`src/rtl/shifter_pkg.sv`:
```
// rtl/shifter_pkg.sv - shared mode encodings and per-stage payload for shifter_pipe (cout field under SHIFTER_STATUS_EN)
package shifter_pkg;

   localparam logic [1:0] MODE_ROT = 2'b00;
   localparam logic [1:0] MODE_LSH = 2'b01;
   localparam logic [1:0] MODE_ASH = 2'b10;

   // The payload is sized for the widest supported word; a shifter instance
   // uses only the low WIDTH data bits and the low AMT_W amount bits.
   localparam int MAX_WIDTH = 64;
   localparam int MAX_AMT_W = 6;

   typedef struct packed {
      logic                 valid;
      logic [MAX_WIDTH-1:0] data;
      logic [MAX_AMT_W-1:0] amt;
      logic                 lr;
      logic [1:0]           mode;
      logic                 fill;
`ifdef SHIFTER_STATUS_EN
      logic                 cout;
`endif
   } stage_t;

endpackage

```
`src/rtl/bit_reverse_w.sv`:
```
// rtl/bit_reverse_w.sv - combinational WIDTH-bit reversal, used at capture and at output
module bit_reverse_w #(
   parameter int WIDTH = 8
) (
   input  logic [WIDTH-1:0] data,
   output logic [WIDTH-1:0] rev
);

   // Mirror the word: bit i takes bit WIDTH-1-i.
   always_comb begin
      rev = '0;
      for (int i = 0; i < WIDTH; i++) begin
         rev[i] = data[WIDTH-1-i];
      end
   end

endmodule

```
`src/rtl/shifter_pipe.sv`:
```
// rtl/shifter_pipe.sv - pipelined rotate/logical/arithmetic shifter with valid/ready; SHIFTER_STATUS_EN adds out_cout/out_zero
module shifter_pipe #(
   parameter int WIDTH = 8,
   localparam int AMT_W = $clog2(WIDTH)
) (
   input  logic             clk,
   input  logic             rst,
   input  logic             in_valid,
   output logic             in_ready,
   input  logic [WIDTH-1:0] in_data,
   input  logic [AMT_W-1:0] in_amt,
   input  logic             in_lr,
   input  logic [1:0]       in_mode,
   output logic             out_valid,
   input  logic             out_ready,
   output logic [WIDTH-1:0] out_data
`ifdef SHIFTER_STATUS_EN
   ,
   output logic             out_cout,
   output logic             out_zero
`endif
);

   import shifter_pkg::*;

   // pipe[0] is the capture stage; pipe[k] has applied amount bits 0..k-1.
   stage_t           pipe [AMT_W+1];
   stage_t           cap;
   logic             stall;
   logic [WIDTH-1:0] rev_in;
   logic [WIDTH-1:0] last_w;
   logic [WIDTH-1:0] rev_out;
   logic             unused_last;

   // One stage of the right-shift network: shift by 2^b when amount bit b is set.
   // Vacated high bits take the wrapped low bits (rotate) or the fill bit.
   function automatic stage_t stage_step(input stage_t cur, input int b);
      stage_t           nxt;
      logic [WIDTH-1:0] w;
      int               sh;
      nxt = cur;
      w   = cur.data[WIDTH-1:0];
      sh  = 1 << b;
      if (cur.amt[b]) begin
         for (int i = 0; i < WIDTH; i++) begin
            if (i + sh < WIDTH) begin
               nxt.data[i] = w[i+sh];
            end else if (cur.mode == MODE_ROT) begin
               nxt.data[i] = w[i+sh-WIDTH];
            end else begin
               nxt.data[i] = cur.fill;
            end
         end
`ifdef SHIFTER_STATUS_EN
         // The highest set amount bit is applied last, so its outgoing bit wins.
         nxt.cout = w[sh-1];
`endif
      end
      return nxt;
   endfunction

   assign stall    = pipe[AMT_W].valid && !out_ready;
   assign in_ready = !stall;

   // Left operations become right operations on the reversed word.
   bit_reverse_w #(.WIDTH(WIDTH)) u_rev_in (
      .data (in_data),
      .rev  (rev_in)
   );

   // Build the capture payload; reserved mode 11 behaves as a logical shift.
   always_comb begin
      cap                   = '0;
      cap.valid             = in_valid;
      cap.data[WIDTH-1:0]   = in_lr ? in_data : rev_in;
      cap.amt[AMT_W-1:0]    = in_amt;
      cap.lr                = in_lr;
      cap.mode              = (in_mode == 2'b11) ? MODE_LSH : in_mode;
      cap.fill              = in_lr && (in_mode == MODE_ASH) && in_data[WIDTH-1];
   end

   // Advance the whole pipeline together; a stall freezes every stage including valids.
   always_ff @(posedge clk) begin
      if (rst) begin
         for (int k = 0; k <= AMT_W; k++) begin
            pipe[k] <= '0;
         end
      end else if (!stall) begin
         pipe[0] <= cap;
         for (int k = 1; k <= AMT_W; k++) begin
            pipe[k] <= stage_step(pipe[k-1], k - 1);
         end
      end
   end

   assign last_w = pipe[AMT_W].data[WIDTH-1:0];

   bit_reverse_w #(.WIDTH(WIDTH)) u_rev_out (
      .data (last_w),
      .rev  (rev_out)
   );

   assign out_valid = pipe[AMT_W].valid;
   assign out_data  = pipe[AMT_W].lr ? last_w : rev_out;

   // The final stage's control fields and spare data bits have no consumer.
   assign unused_last = ^pipe[AMT_W];

`ifdef SHIFTER_STATUS_EN
   assign out_cout = pipe[AMT_W].cout;
   assign out_zero = pipe[AMT_W].valid && (out_data == '0);
`endif

endmodule

```
`config.mk`:
```
export PLATFORM = sky130hd
export DESIGN_NAME = shifter_pipe
export DESIGN_NICKNAME = d
export VERILOG_FILES = /design/src/rtl/shifter_pkg.sv /design/src/rtl/bit_reverse_w.sv /design/src/rtl/shifter_pipe.sv
export SDC_FILE = /design/constraint.sdc
export NUM_CORES = 1
export LEC_CHECK = 0
export CAP_MARGIN = 40
export CORE_MARGIN = 10
export CORE_UTILIZATION = 60
export CTS_BUF_LIST = sky130_fd_sc_hd__clkbuf_4
export DETAILED_ROUTE_END_ITERATION = 8
export PLACE_DENSITY = 0.84
export RECOVER_POWER = 100
export SETUP_SLACK_MARGIN = 0.2
export SLEW_MARGIN = 20
export SYNTH_ARGS = -nofsm -noshare
export SYNTH_HDL_FRONTEND = slang
export SYNTH_SLANG_ARGS = --single-unit
```
`constraint.sdc`:
```
create_clock -name clk -period 5.15 [get_ports clk]
set_clock_uncertainty 0.15 [all_clocks]
set_input_delay 0.7725 -clock clk [delete_from_list [all_inputs] [get_ports clk]]
set_output_delay 0.7725 -clock clk [all_outputs]
set_load 0.1 [all_outputs]
```
Word-level counts from Yosys, hierarchy flattened

Memories as Yosys holds them, arrays and structs flattened.
Cells that the tools add are included.

Equal/unequal tests: 2
Muxes and demuxes: 28
Bitwise gates (word level): 4
Reduce and logical (&&, ||, !) cells: 8

Operators by type and width:

| operator                              | number |
|---|---|
| 75-bit 2-to-1 mux                     | 4 |
| 8-bit 2-to-1 mux                      | 11 |
| 1-bit 2-to-1 mux                      | 12 |
| 2-bit zero test                       | 3 |
| 2-bit == test (second input constant) | 2 |
| 1-bit bitwise OR                      | 4 |
| 1-bit logical AND                     | 3 |
| 1-bit zero test                       | 2 |
| 2-bit 2-to-1 mux                      | 1 |

Register bits after elaboration: 0
Bits in writable memories: 300
Input port bits: 18
Output and inout port bits: 10
Logic and storage cells: 43
Memories: 1

Memory list:

| memory | words | bits a word | read ports | clocked after memory_dff | wr ports | RTL line           | text |
|---|---|---|---|---|---|---|---|
| pipe   | 4     | 75          | 4          | 0                        | 4        | shifter_pipe.sv:27 | `stage_t pipe [AMT_W+1];` |

Logic depth before layout (Yosys ltp)

Gate-level depths: netlist (run 1).
An unclocked memory read counts as a cell.

Depth after elaboration: 7
Gate-level depth with buffers: 5
Depth with buffers taken out: 3

Cells and area by module

Synthesis (run 1) repeated with hierarchy kept, for this count alone.

Cell total of the unflattened synthesis: 194
Area, all modules: 2598.7 sq um

Modules (own cells, without submodules):

| module        | instances | cells an instance | area each (sq um) | sequential area each (sq um) |
|---|---|---|---|---|
| shifter_pipe  | 1         | 178               | 2478.6            | 1651.6 |
| bit_reverse_w | 2         | 8                 | 60.1              | 0.0 |

Least setup slack after synthesis (run 1)

OpenSTA, ideal clock, no wires.

Path type: register to register
Start: memory pipe[3][74] (netlist name)
End: memory pipe[0][0] (netlist name) (enable)
Setup time: 0.388 ns
Arrival time: 2.083 ns
Data required time: 4.612 ns
Slack: 2.529 ns
Stages on the path, launching flop included: 3
Path buffers: 0
Period minus slack after synthesis: 2.621 ns
Path through: edfxtp_1 nand2b_4 or2_2

RTL lines:

| item               | RTL line |
|---|---|
| start: declaration | shifter_pipe.sv:27 |

Final worst setup path (run 1)

Start: input port out_ready
End: output port in_ready

Cells in the longest elaborated chain, start to end: 3

Ends and longest elaborated chain:

| item               | RTL line           | text |
|---|---|---|
| start: declaration | shifter_pipe.sv:15 | `input logic out_ready,` |
| 1-bit zero test    | shifter_pipe.sv:62 | `assign stall = pipe[AMT_W].valid && !out_ready;` |
| 1-bit logical AND  | shifter_pipe.sv:62 |  |
| 1-bit zero test    | -                  |  |
| end: declaration   | shifter_pipe.sv:9  | `output logic in_ready,` |

Every way passes these cells.

==> results of run 1 <==
==> power breakdown <==
part / switching [W] / total (W) / internal [W]
Combinational: 0.0000625 / 0.000105 / 0.0000425
Clock: 0.000124 / 0.000224 / 0.000100
Sequential: 0.0000161 / 0.000535 / 0.000519
==> layout make-up <==
type,instances,area share [%]
sequential,55,57.6
multi-input combinational,112,26.1
timing repair buffer,38,11.4
tap,50,2.18
clock inverter,3,1.35
clock buffer,5,1.31
==> path summary, 6_finish.rpt <==
kind / startpoint / end / depth (start not counted)
worst min-delay path: pipe[1][74]$_SDFFCE_PN0P_ / pipe[2][74]$_SDFFCE_PN0P_ / 1
worst max-delay path: out_ready / in_ready / 4
worst max register to register: pipe[3][74]$_SDFFCE_PN0P_ / pipe[2][10]$_SDFFCE_PN0P_ / 3
worst min register to register: pipe[1][74]$_SDFFCE_PN0P_ / pipe[2][74]$_SDFFCE_PN0P_ / 1
==> worst max-delay path, cell delays in order <==
cell             delay (ns)
dlygate4sd3_1          0.52
nand2b_1               0.15
clkdlybuf4s50_1        0.49
clkbuf_1               0.86
==> cells by family after synthesis <==
family,after synthesis,synth area share (%)
simple gates,69,13.9
buf+inv,11,2.73
compound gates,10,3.03
mux,33,13.7
flops,55,66.6
==> layer usage <==
metal	routed length (um)	vias to the layer above
met5	0	-
met2	2170	47
met1	1460	685
met4	51	0
met3	176	7
li1	-	713
==> cell usage in the layout (no fill, tap or decap) <==
cell | synthesis | routed
dlygate4sd3_1 | 0 | 1
nand2b_1 | 1 | 3
or2_0 | 0 | 1
clkinv_1 | 0 | 1
buf_12 | 0 | 1
o21ai_0 | 2 | 2
nor2_1 | 34 | 34
bufinv_16 | 0 | 1
a311oi_1 | 6 | 6
clkdlybuf4s50_1 | 0 | 26
and2_1 | 21 | 9
clkbuf_1 | 0 | 10
edfxtp_1 | 55 | 55
a211oi_1 | 1 | 1
and2_0 | 0 | 12
nor4b_1 | 1 | 1
mux2_2 | 8 | 8
nand2_1 | 7 | 7
nor3b_1 | 1 | 1
clkinv_2 | 0 | 1
mux2i_1 | 25 | 25
clkbuf_4 | 0 | 5
and2b_1 | 1 | 1
a21oi_1 | 1 | 1
==> through the flow <==
stage          cells  total power [W]  worst slack, ns
2_1_floorplan    178         0.000618             2.53
3_3_place_gp     244         0.000641             1.73
3_5_place_dp     255         0.000663             2.14
4_1_cts          263         0.000881             2.13
5_1_grt          263         0.000899             1.35
6_report         263         0.000864             1.43
==> impl_metrics.csv, run 1 <==
group,metric,value,unit
run_status,status,"complete, but fails checks",
run_status,violations,"max-capacitance violations, max-slew violations",
clock_network,cts-root-buf,"clkbuf_4",
synthesis,synthArstFlopShare,0,%
setup_path,cp_data_arrival_time,2.80,ns
timing,fmax,269,MHz
synthesis,synth_cell_types,20,
layout,largest_reg_flops,55,
setup_path,cp_data_required_time,4.23,ns
clock_network,max-clock-path-buffers,2,
grt,overflow,0,
synthesis,ys_seq_area_share,66.6,%
layout,multi_input_area,749,um^2
grt,track_usage,11.1,%
timing,slew_viol_final,24,
synthesis,synth_common_cells,"edfxtp_1, nor2_1, mux2i_1",
grt,met1_usage,9.97,%
layout,fin_nets,230,
floorplanning,initial_core_util,62.0,%
synthesis,yosysTopAreaCellShare,66.6,%
drt,drtPass1Iterations,4,
drt,dr.first_iter.drc_count,49,
clock_network,cts.hold.buffers_added,0,
synthesis,synth_ff_type,"edfxtp_1",
grt,grt_pass1_wl,6520,um
floorplanning,core,4000,um^2
drt,wl_per_cell,14.7,um
run,drv_cap,1,
floorplanning,chipWidth,84.3,um
floorplanning,row_count,23,
synthesis,netlist_area,2480,um^2
hold_path,hold_class,"register to register",
synthesis,synth_most_common_cell,"edfxtp_1",
timing,rsz0062_at_grt,"false",
layout,top_register,"pipe",
synthesis,ys_seq_elements,55,
timing,relSlewSlack,-13.4,%
power_and_ir_drop,p_leak,1.09,nW
floorplanning,dieHeight,84.3,um
synthesis,synth-edff-count,55,
setup_path,endpoint_kind,"primary output",
clock_network,cts_resized,0,
power_and_ir_drop,p_per_area,301,nW/um^2
clock_network,clock_sinks,55,
setup_path,r2r_setup_slack,2.59,ns
timing,fin_crit_sh,72.2,%
layout,antenna_cells,0,
drt,viasPerCell,5.52,
timing,period_minus_slack,3.72,ns
clock_network,post_cts_buffers,0,
grt,grt_max_degree,35,
grt,grt_pass1_vias,1543,
grt,use_met2,22.1,%
drt,drc,0,
setup_path,criticalPathCategory,"input pin to primary output",
drt,postRouteAntennaNets,0,
layout,utilization,71.7,%
placement,placed_cell_area,2910,um^2
layout,areaGrowthSynthToFinish,15.7,%
clock_network,cts_buffers,5,
clock_network,cts_tree,"done",
synthesis,synth.area.top_cells,"edfxtp_1, mux2i_1, and2_1",
floorplanning,die_area,7100,um^2
timing,setup_tns,0,ns
setup_path,crit_fanout,4,
placement,gp_congestion,0.668,
layout,fin_area,2870,um^2
timing,whs,0.386,ns
drt,routed_wl,3860,um
synthesis,synth_nets,196,
setup_path,crit_path_start_kind,"input pin",
placement,port_buffers,27,
drt,vias,1452,
clock_network,clock_latency,0.37,ns
grt,antenna_found_initial,0,
synthesis,yosys_warnings,0,
layout,drive_gt1_share,7.51,%
timing,hold_viol,0,
placement,place.detailed.hpwl,2840,um
clock_network,path_clk_slew,0.14,ns
layout,seqCellArea,1650,um^2
grt,grt_busiest_layer,"met2",
synthesis,synth.avg_cell_area,13.9,um^2
synthesis,synth_cells,178,
timing,setup-violations-final,0,
grt,grtUsageMet3,4.06,%
timing,worst_slew_pin_slew,1.70,ns
layout,fill_cells,277,
layout,reg_top3,"pipe: 55 flops",
power_and_ir_drop,ir_drop,0.170,mV
clock_network,htreeDepth,2,
floorplanning,ios,28,
synthesis,synth_top_area_cell,"edfxtp_1",
No activity file was read; power rests on OpenSTA's default activity.
==> run 2: changes to the inputs <==
Settings changed: CORE_UTILIZATION 60 to 58, PLACE_DENSITY 0.84 to 0.82.
Clock period 5.15 ns to 3.6 ns, I/O delays scaled along.
==> run 2 against run 1 <==
  * The run now ends clean
  * Setup slack got worse by 0.64 ns
  * First-iteration DRC count is 76% higher
  * Combinational power is 30% higher
  * Non-clock buffer count shrank 9
  * Critical endpoint unchanged
  * Critical path depth shrank 1
  * Via count fell by 3.2%
  * Sequential power up 43%
  * Design area shrank 4.3%
==> impl_metrics.csv, run 2 (same netlist as run 1, synthesis figures left out) <==
group,metric,value,unit
setup_path,cp_data_arrival_time,2.12,ns
layout,antenna_cells,0,
floorplanning,row_count,23,
clock_network,cts_resized,0,
clock_network,cts.hold.buffers_added,0,
timing,hold_viol,0,
setup_path,path_buf_inv,2,
drt,dr.first_iter.drc_count,86,
timing,slew_viol_final,0,
layout,top_register,"pipe",
drt,dr.max_layer_used,"met4",
setup_path,criticalPathCategory,"input pin to primary output",
drt,routed_wl,3840,um
clock_network,cts_tree,"done",
grt,track_usage,10.9,%
grt,grt_pass1_vias,1467,
drt,dr_wl_met2,2190,um
setup_path,crit_path_start_kind,"input pin",
clock_network,clock_latency,0.36,ns
layout,reg_top3,"pipe: 55 flops",
layout,final_common_cell,"edfxtp_1",
layout,utilization,67.6,%
layout,layout_common_cells,"edfxtp_1, nor2_1, mux2i_1, clkdlybuf4s50_1, and2_0",
drt,wl_per_cell,15.1,um
grt,grt_pass1_wl,6370,um
clock_network,htreeDepth,2,
hold_path,hold_class,"register to register",
placement,dp_cells,246,
layout,areaGrowthSynthToFinish,10.7,%
drt,viasPerCell,5.53,
clock_network,path_clk_slew,0.14,ns
grt,grt_max_degree,56,
drt,drtPass1Iterations,2,
floorplanning,chipWidth,85.4,um
drt,postRouteAntennaNets,0,
floorplanning,ios,28,
layout,fill_cells,288,
power_and_ir_drop,ir_drop,0.303,mV
setup_path,path_delay_family,"buffers and inverters",
setup_path,endpoint_kind,"primary output",
layout,drive_gt1_share,8.82,%
drt,wl_met1,1430,um
timing,setup-violations-final,0,
timing,whs,0.389,ns
drt,vias,1405,
timing,relSlewSlack,13.8,%
setup_path,crit_fanout,4,
floorplanning,dieHeight,85.4,um
power_and_ir_drop,p_per_area,426,nW/um^2
floorplanning,die_area,7290,um^2
timing,period_minus_slack,2.81,ns
layout,largest_reg_flops,55,
clock_network,max-clock-path-buffers,2,
power_and_ir_drop,total_power,0.00117,W
clock_network,post_cts_buffers,0,
grt,overflow,0,
timing,fmax,356,MHz
layout,layoutNonFillerInstCount,254,
clock_network,cts-root-buf,"clkbuf_4",
floorplanning,initial_core_util,61.1,%
run,drv_cap,0,
placement,port_buffers,27,
run_status,status,"finished clean",
clock_network,clock_sinks,55,
grt,antenna_found_initial,0,
setup_path,cp_data_required_time,2.91,ns
setup_path,cp_cell_sequence,"dlygate4sd3_1 > nand2b_1 > clkbuf_1",
timing,setup_tns,0,ns
drt,drc,0,
floorplanning,core,4060,um^2
placement,gp_congestion,0.745,
clock_network,cts_buffers,5,
timing,worst_slew_pin_slew,1.29,ns
layout,fin_nets,221,
setup_path,cp_slowest_cell,"clkbuf_1",
power_and_ir_drop,p_leak,1.05,nW
setup_path,slowest_delay,0.89,ns
timing,fin_crit_sh,78.0,%
timing,rsz0062_at_grt,"false",
drt,met3WireLength,202,um
[run 2: changes by cell type in the layout (fill, tap and decap cells not counted), sizes merged]
cell	previous run	this run
clkdlybuf4s50	26	17
clkbuf	15	18
buf	1	0
bufinv	1	0
clkinv	2	1
[run 2: worst reg2reg max path, cell delays in order (launching register included)]
cell and delay, ns:
edfxtp_1 0.40, nand2b_1 0.14, or2_2 0.13, clkbuf_2 0.95
[run 2: worst paths after layout]
kind	slack, ns	cells past startpoint	endpoint	start
setup / recovery	0.79	3	in_ready	out_ready
hold reg to reg	0.39	1	pipe[2][3]$_SDFFCE_PN0P_	pipe[1][3]$_SDFFCE_PN0P_
hold / removal	0.39	1	pipe[2][3]$_SDFFCE_PN0P_	pipe[1][3]$_SDFFCE_PN0P_
setup reg to reg	1.43	3	pipe[2][2]$_SDFFCE_PN0P_	pipe[3][74]$_SDFFCE_PN0P_
[run 2: power by group]
group | total, W | internal (W) | switching, W
Sequential | 0.000766 | 0.000742 | 0.0000242
Clock | 0.000266 | 0.0000917 | 0.000175
Combinational | 0.000137 | 0.0000512 | 0.0000862
[run 2: per-layer routing]
layer | global-route usage, % | vias to the layer above
met5 | 0 | -
met4 | 3.59 | 0
met3 | 4.97 | 3
met2 | 21.5 | 27
met1 | 9.19 | 681
li1 | - | 694
[run 2: through the flow]
step	worst slack [ns]	area, um^2
floorplan	0.979	2480
global placement	1.34	2730
detailed placement	1.24	2740
CTS	1.34	2800
global route	0.734	2740
finish	0.791	2740
[run 2: final cells by class]
class | instances | area, um^2 | area share, %
flip-flops and latches | 55 | 1650 | 60.2
multi-input cells | 112 | 749 | 27.3
repair buffers | 29 | 223 | 8.12
clock inverters | 1 | 5.00 | 0.182
clock buffers | 7 | 52.6 | 1.92
well taps | 50 | 62.6 | 2.28
